### config.mk
export PLATFORM = sky130hd
export DESIGN_NAME = rate_stim_counter
export DESIGN_NICKNAME = d
export VERILOG_FILES = /design/src/rtl/rate_stim_counter.sv
export SDC_FILE = /design/constraint.sdc
export NUM_CORES = 1
export LEC_CHECK = 0
export BUFFER_PORTS_ARGS = -buffer_cell sky130_fd_sc_hd__buf_2
export CAP_MARGIN = 10
export CORE_MARGIN = 2
export CORE_UTILIZATION = 58
export DETAILED_ROUTE_END_ITERATION = 16
export PLACE_DENSITY = 0.9
export SLEW_MARGIN = 15
export SYNTH_ARGS = -nofsm -noshare
export SYNTH_HDL_FRONTEND = slang
export SYNTH_SLANG_ARGS = --single-unit
### constraint.sdc
create_clock -name clk -period 3.4 [get_ports clk]
set_input_delay 0.17 -clock clk [delete_from_list [all_inputs] [get_ports clk]]
set_output_delay 0.17 -clock clk [all_outputs]
set_load 0.02 [all_outputs]
### src/rtl/rate_stim_counter.sv
// rate_stim_counter
//   Rate-selectable stimulus counter for MA7 devboard debug. A shared
//   prescaler produces count events at one of four divisors (DIV0..DIV3,
//   picked at run time by rateSel). On each event a WIDTH-bit counter steps
//   up or down, wrapping or saturating at its bounds. While paused, a rising
//   edge on step gives a single event. load takes priority over any event.
//
//   Optional build macro RATE_STIM_COUNTER_BCD_EN: value counts as packed
//   BCD (WIDTH/4 digits, MAX = all nines, load nibbles clamped to 9).
//   Without it, plain binary counting and loadValue is taken verbatim.
//
// Ports
//   clk        system clock
//   reset      synchronous, active-low reset
//   enable     1 = free-run on prescaler events, 0 = paused (step active)
//   rateSel    selects DIV0..DIV3
//   dir        0 = count up, 1 = count down
//   satMode    0 = wrap at bounds, 1 = saturate at bounds
//   step       level input; rising edge gives one event while enable=0
//   load       load loadValue on the next edge
//   loadValue  load data
//   value      counter value (registered)
//   tick       one-cycle pulse when a counted value is first shown
//   wrapPulse  one-cycle pulse alongside tick when the count wrapped
//   limitHit   high while an event has been blocked by saturation
module rate_stim_counter #(
    parameter int unsigned WIDTH = 32,
    parameter int unsigned DIV0  = 33554432,
    parameter int unsigned DIV1  = 4194304,
    parameter int unsigned DIV2  = 131072,
    parameter int unsigned DIV3  = 2048
) (
    input  logic             clk,
    input  logic             reset,
    input  logic             enable,
    input  logic [1:0]       rateSel,
    input  logic             dir,
    input  logic             satMode,
    input  logic             step,
    input  logic             load,
    input  logic [WIDTH-1:0] loadValue,
    output logic [WIDTH-1:0] value,
    output logic             tick,
    output logic             wrapPulse,
    output logic             limitHit
);

    localparam int unsigned DIV_MAX01 = (DIV0 > DIV1) ? DIV0 : DIV1;
    localparam int unsigned DIV_MAX23 = (DIV2 > DIV3) ? DIV2 : DIV3;
    localparam int unsigned DIV_MAX   = (DIV_MAX01 > DIV_MAX23) ? DIV_MAX01 : DIV_MAX23;
    localparam int unsigned PRE_W     = $clog2(DIV_MAX);

`ifdef RATE_STIM_COUNTER_BCD_EN
    localparam logic [WIDTH-1:0] MAX_VAL = {(WIDTH/4){4'h9}};

    if ((WIDTH % 4) != 0) begin : gBadWidth
        $error("rate_stim_counter: WIDTH must be a multiple of 4 in BCD mode");
    end

    function automatic logic [WIDTH-1:0] bcdInc(input logic [WIDTH-1:0] v);
        logic [WIDTH-1:0] r;
        logic             carry;
        r     = v;
        carry = 1'b1;
        for (int unsigned i = 0; i < WIDTH / 4; i++) begin
            if (carry) begin
                if (v[4*i +: 4] >= 4'd9) begin
                    r[4*i +: 4] = 4'd0;
                end else begin
                    r[4*i +: 4] = v[4*i +: 4] + 4'd1;
                    carry       = 1'b0;
                end
            end
        end
        return r;
    endfunction

    function automatic logic [WIDTH-1:0] bcdDec(input logic [WIDTH-1:0] v);
        logic [WIDTH-1:0] r;
        logic             borrow;
        r      = v;
        borrow = 1'b1;
        for (int unsigned i = 0; i < WIDTH / 4; i++) begin
            if (borrow) begin
                if (v[4*i +: 4] == 4'd0) begin
                    r[4*i +: 4] = 4'd9;
                end else begin
                    r[4*i +: 4] = v[4*i +: 4] - 4'd1;
                    borrow      = 1'b0;
                end
            end
        end
        return r;
    endfunction

    function automatic logic [WIDTH-1:0] bcdClamp(input logic [WIDTH-1:0] v);
        logic [WIDTH-1:0] r;
        r = v;
        for (int unsigned i = 0; i < WIDTH / 4; i++) begin
            if (v[4*i +: 4] > 4'd9) r[4*i +: 4] = 4'd9;
        end
        return r;
    endfunction
`else
    localparam logic [WIDTH-1:0] MAX_VAL = '1;
`endif

    logic [PRE_W-1:0] prescaler, prescalerNext, termCount;
    logic [1:0]       rateSelQ;
    logic             stepQ;
    logic             preEvent, stepEvent, countEvent;
    logic             atBound;
    logic [WIDTH-1:0] steppedValue, loadData;

    always_comb begin
        termCount = PRE_W'(DIV0 - 1);
        case (rateSel)
            2'd0:    termCount = PRE_W'(DIV0 - 1);
            2'd1:    termCount = PRE_W'(DIV1 - 1);
            2'd2:    termCount = PRE_W'(DIV2 - 1);
            default: termCount = PRE_W'(DIV3 - 1);
        endcase
    end

    // A rate change restarts the prescaler and swallows any event that
    // cycle, so the next event lands a full new period after the change.
    always_comb begin
        prescalerNext = prescaler;
        preEvent      = 1'b0;
        if (!enable || (rateSel != rateSelQ)) begin
            prescalerNext = '0;
        end else if (prescaler == termCount) begin
            prescalerNext = '0;
            preEvent      = 1'b1;
        end else begin
            prescalerNext = prescaler + 1'b1;
        end
    end

    always_comb begin
        stepEvent  = step & ~stepQ & ~enable;
        countEvent = preEvent | stepEvent;
        atBound    = dir ? (value == '0) : (value == MAX_VAL);
`ifdef RATE_STIM_COUNTER_BCD_EN
        steppedValue = dir ? bcdDec(value) : bcdInc(value);
        loadData     = bcdClamp(loadValue);
`else
        steppedValue = dir ? (value - WIDTH'(1)) : (value + WIDTH'(1));
        loadData     = loadValue;
`endif
    end

    always_ff @(posedge clk) begin
        if (!reset) begin
            prescaler <= '0;
            rateSelQ  <= '0;
            stepQ     <= 1'b0;
            value     <= '0;
            tick      <= 1'b0;
            wrapPulse <= 1'b0;
            limitHit  <= 1'b0;
        end else begin
            prescaler <= prescalerNext;
            rateSelQ  <= rateSel;
            stepQ     <= step;
            tick      <= 1'b0;
            wrapPulse <= 1'b0;
            if (load) begin
                value    <= loadData;
                limitHit <= 1'b0;
            end else if (countEvent) begin
                if (atBound && satMode) begin
                    limitHit <= 1'b1;
                end else begin
                    value     <= steppedValue;
                    tick      <= 1'b1;
                    wrapPulse <= atBound;
                    limitHit  <= 1'b0;
                end
            end
        end
    end

endmodule

* Word-level counts from Yosys, hierarchy flattened
Index checks and enable logic that the tools add are counted.
Storage, ports and cells: bits in registers 63, bits in latches 0, memory bits (writable) 0, bits in read-only memories 0, bits of input ports 41, output and inout bits 35, word-level logic and storage cells 44, memories kept 0
Operators by class: add/subtract/negate cells 3, multipliers 0, div/mod/pow operators 0, $lt $le $gt $ge 0, eq/ne operators 6, shift-type cells 0, multiplexer cells 10, bitwise gates (word level) 7, reductions and logical operators 11
Operators by type and width (number):
- $mux W32 | 4
- $pmux W25 S3 | 1
- $add A32 B1 Y32 const B | 1
- $eq A32 B32 Y1 const B | 1
- $logic_not A32 Y1 | 1
- $sub A32 B1 Y32 const B | 1
- $add A25 B1 Y25 const B | 1
- $eq A25 B25 Y1 | 1
- $reduce_or A3 Y1 | 2
- $mux W1 | 5
- $not A1 Y1 | 4
- $reduce_or A4 Y1 | 1
- $and A1 B1 Y1 | 2
- $eq A2 B1 Y1 const B | 1
- $eq A2 B2 Y1 const B | 1
- $logic_not A2 Y1 | 1
- $ne A2 B2 Y1 | 1
- $ne A2 B2 Y1 const B | 1
- $reduce_and A2 Y1 | 1
- $reduce_bool A2 Y1 | 1
- $reduce_or A2 Y1 | 1
- $logic_and A1 B1 Y1 | 1
- $logic_not A1 Y1 | 1
- $logic_or A1 B1 Y1 | 1
- $or A1 B1 Y1 | 1

* Longest topological paths before layout
depth after elaboration 8, mapped depth 12, gate-level depth less buffers 10

* Worst setup path after synthesis
OpenSTA, ideal clock, no wires.
path kind reg2reg, start point register value[0], end point register value[20], library setup time 0.070 ns, arrival time 2.712 ns, required time 3.330 ns, slack 0.618 ns, cell stages (with the launch flop) 11, clock period less this slack 2.782 ns, cells stage by stage dfxtp_1 -> fa_1 -> a21o_1 -> a21o_1 -> a21o_1 -> o311a_1 -> or4_4 -> a31oi_2 -> xnor2_1 -> mux2i_1 -> a21oi_1
Between the ends: word-level cells in the longest chain between the ends 5, elaborated cells between the ends (all ways) 12
Ends and longest elaborated chain:
- start: declaration | line 42 | output logic [WIDTH-1:0] value,
- start signal: assignment | line 169 | value <= loadData;
- start signal: assignment | line 175 | value <= steppedValue;
- $add A32 B1 Y32, or another cell as far along | line 148 | steppedValue = dir ? (value - WIDTH'(1)) : (value + WIDTH'(1));
- $mux W32 / $mux W1 (equally long branches) | line 148, 143
- $mux W32 / $logic_and A1 B1 Y1 (equally long branches) | line 172 | if (atBound && satMode) begin
- $mux W32 / $ne A2 B2 Y1 (equally long branches)
- $mux W32 / $reduce_and A2 Y1 (equally long branches)
Several ways; a longest one is shown, not always the timed one. The select of a mux whose other input is x is not followed. A chain may end at the register's enable or synchronous reset.

* Worst setup path in the final report
Ends and elaborated chain as after synthesis.

==> out/results.txt <==
Synth Cell Area - 4650 µm²
Net count after synthesis - 654
Share of layout cells above drive strength 1 - 17.1%
Starting density of the core - 60.1%
Seq/Total Area, Yosys - 27.1%
Final TNS setup - 0 ps
H-tree lvl count - 3
PortBufs - 75
Die Area - 8740 µm²
Post-CTS Setup Bufs - 0
Area grow syn2layout - 13.3%
Yosys warning count - 0
Inst Count DP - 737
RePlAce Congestion - 0.954
Final Hold Fails - 0
Fin Clk Skew - 17.0 ps
Die Y - 93.5 µm
Row cnt - 32
Setup-failing EPs final - 0
Hold slack final - 37.8 ps
P per Cell Area - 407 nW/µm²
Die Wd - 93.5 µm
Worst-Skew Late Latency - 350 ps
Post-cts repair resize count - 0
Root Driver - clkbuf_8
GRT Residual Overflow - 0
I/O pin count - 76
Top cell type by total area after synthesis - dfxtp_1
Number of synthesized register bits - 63
F_max - 340 MHz
Post-synth cell types - 70
Synth top cells by count - nor2_1, dfxtp_1, a21oi_1
Post-CTS Hold Buffers - 0
Drt drc - 0
Crit. End Element - flop
Number of global-route vias before repair - 4551
Final Cycle Share - 86.6%
Startpoint types - flop
Worst-path clk slew - 80 ps
Yosys top cell area share - 27.1%
Peak supply drop - 0.375 mV
Global-route usage over all layers - 30.1%
Total CTS buffers - 9
Vias - 4725
Nets@finish - 719
DRT Pass-1 Iters - 5
Antenna violations before repair - 0
Sink Count - 63
Placement Setup Slack - 442 ps
Worst setup margin - 455 ps
Initial DRC Count - 253
Unrepaired setup endpoints after global routing - no
CORE AREA - 7730 µm²
Non-Filler Instances - 752
Top cells by area, synth - dfxtp_1, ha_1, nor2_1, a21oi_1, mux2i_1
Crit Path Class - flop to flop
Ys flop type - dfxtp_1
CTS tree - built
Max Cap Viol - 0
Final slew viol count - 0
Final core occ - 68.1%
CP max FO - 6
Post-DR wirelength/cell - 16.9 µm
Detail Route Antenna Nets - 0
Dpl hpwl - 9310 µm
Measured slew at the worst slew-check pin - 929 ps
Critical Path AT - 3230 ps
LEAKAGE - 2.23 nW
Longest Clk Path Bufs - 2
Final WL - 12700 µm
Ant. Diodes - 0
CP Data Required Time - 3690 ps
Number of synthesized flops with an enable pin - 0
Tmin final - 2940 ps
First-pass GRT wire length - 21200 µm
Vias per std cell - 6.28
Most common cell in the netlist - nor2_1
Async S/R FF share, synth - 0%
Status - complete, no violations
Syn avg cell area - 8.00 µm²
Gate Count Post-Synth - 581
Worst hold path type - primary input to flop
Slew headroom - 38.1%
Largest net degree at the start of global routing - 42
## cell type report
class	instances	area (µm²)
inverters	12	45.0
fillers	650	2470
clock inverters	6	86.3
flip-flops and latches	63	1260
well taps	102	128
repair buffers	80	413
clock buffers	9	124
multi-input cells	480	3200
## state kept, by name (all words and copies together) (netlist names)
| register | count |
|---|---|
| value | 32 |
| prescaler | 25 |
| rateSelQ | 2 |
| limitHit | 1 |
| stepQ | 1 |
| tick | 1 |
| wrapPulse | 1 |
## where the power goes
| group | switching (mW) | total, mW | internal [mW] |
|---|---|---|---|
| clock network | 0.316 | 0.723 | 0.407 |
| logic | 0.356 | 0.598 | 0.242 |
| registers | 0.0481 | 0.818 | 0.770 |
| total | 0.721 | 2.14 | 1.42 |
## placed cells by master, fill, tap and decap left out, types with 5 or more instances in the layout
master and instances:
a211oi_1 8, inv_1 11, buf_4 5, nand2_1 39, nor3b_1 5, buf_2 75, a31oi_1 5, nand3_1 23
xor2_1 23, xnor2_1 24, nor2b_1 5, clkbuf_8 9, and3_1 8, nor4_1 9, nor2_1 79, a21oi_1 57
ha_1 31, mux2i_1 21, a21o_1 16, nand4_1 14, o21ai_0 32, dfxtp_1 63, and2_1 7, nand2b_1 5
or3_1 5
## worst max-delay path, stage by stage (launching register included)
cell	delay (ps)
dfxtp_1	410
fa_1	500
a21o_1	190
a21o_1	210
a21o_1	200
o311a_1	320
or4_4	450
a31oi_2	220
xnor2_1	140
mux2i_1	100
a21oi_1	140
## metal layers
layer / up-vias / GRT usage, % / wire length (µm)
met4: 0 / 12.0 / 379
met2: 236 / 51.3 / 6030
met3: 45 / 5.56 / 994
met5: - / 0 / 0
met1: 2182 / 37.3 / 5330
li1: 2262 / - / -
## per-stage QoR
stage	total power, mW	instance area (µm²)
after detailed placement	1.42	5050
after global routing	2.24	5260
final	2.14	5260
after global placement	1.40	5050
after CTS	2.13	5260
after floorplan	1.26	4650
## worst paths after layout
path | from | endpoint | slack, ps | cells after the start
max | value[0] | value[20] | 460 | 10
min reg2reg | limitHit | limitHit | 480 | 2
min | step | stepQ | 40 | 2
max reg2reg | value[0] | value[20] | 460 | 10
## kinds of logic after synthesis
group	synth area share (%)
and+or+nand+nor	24.7
DFF	27.1
muxes	4.77
buffers and inverters	4.04
AOI/OAI and AO/OA	21.7
adders and majority gates	8.78
xor gates and xnor gates	8.86
Power figures use the tool's default switching activity.
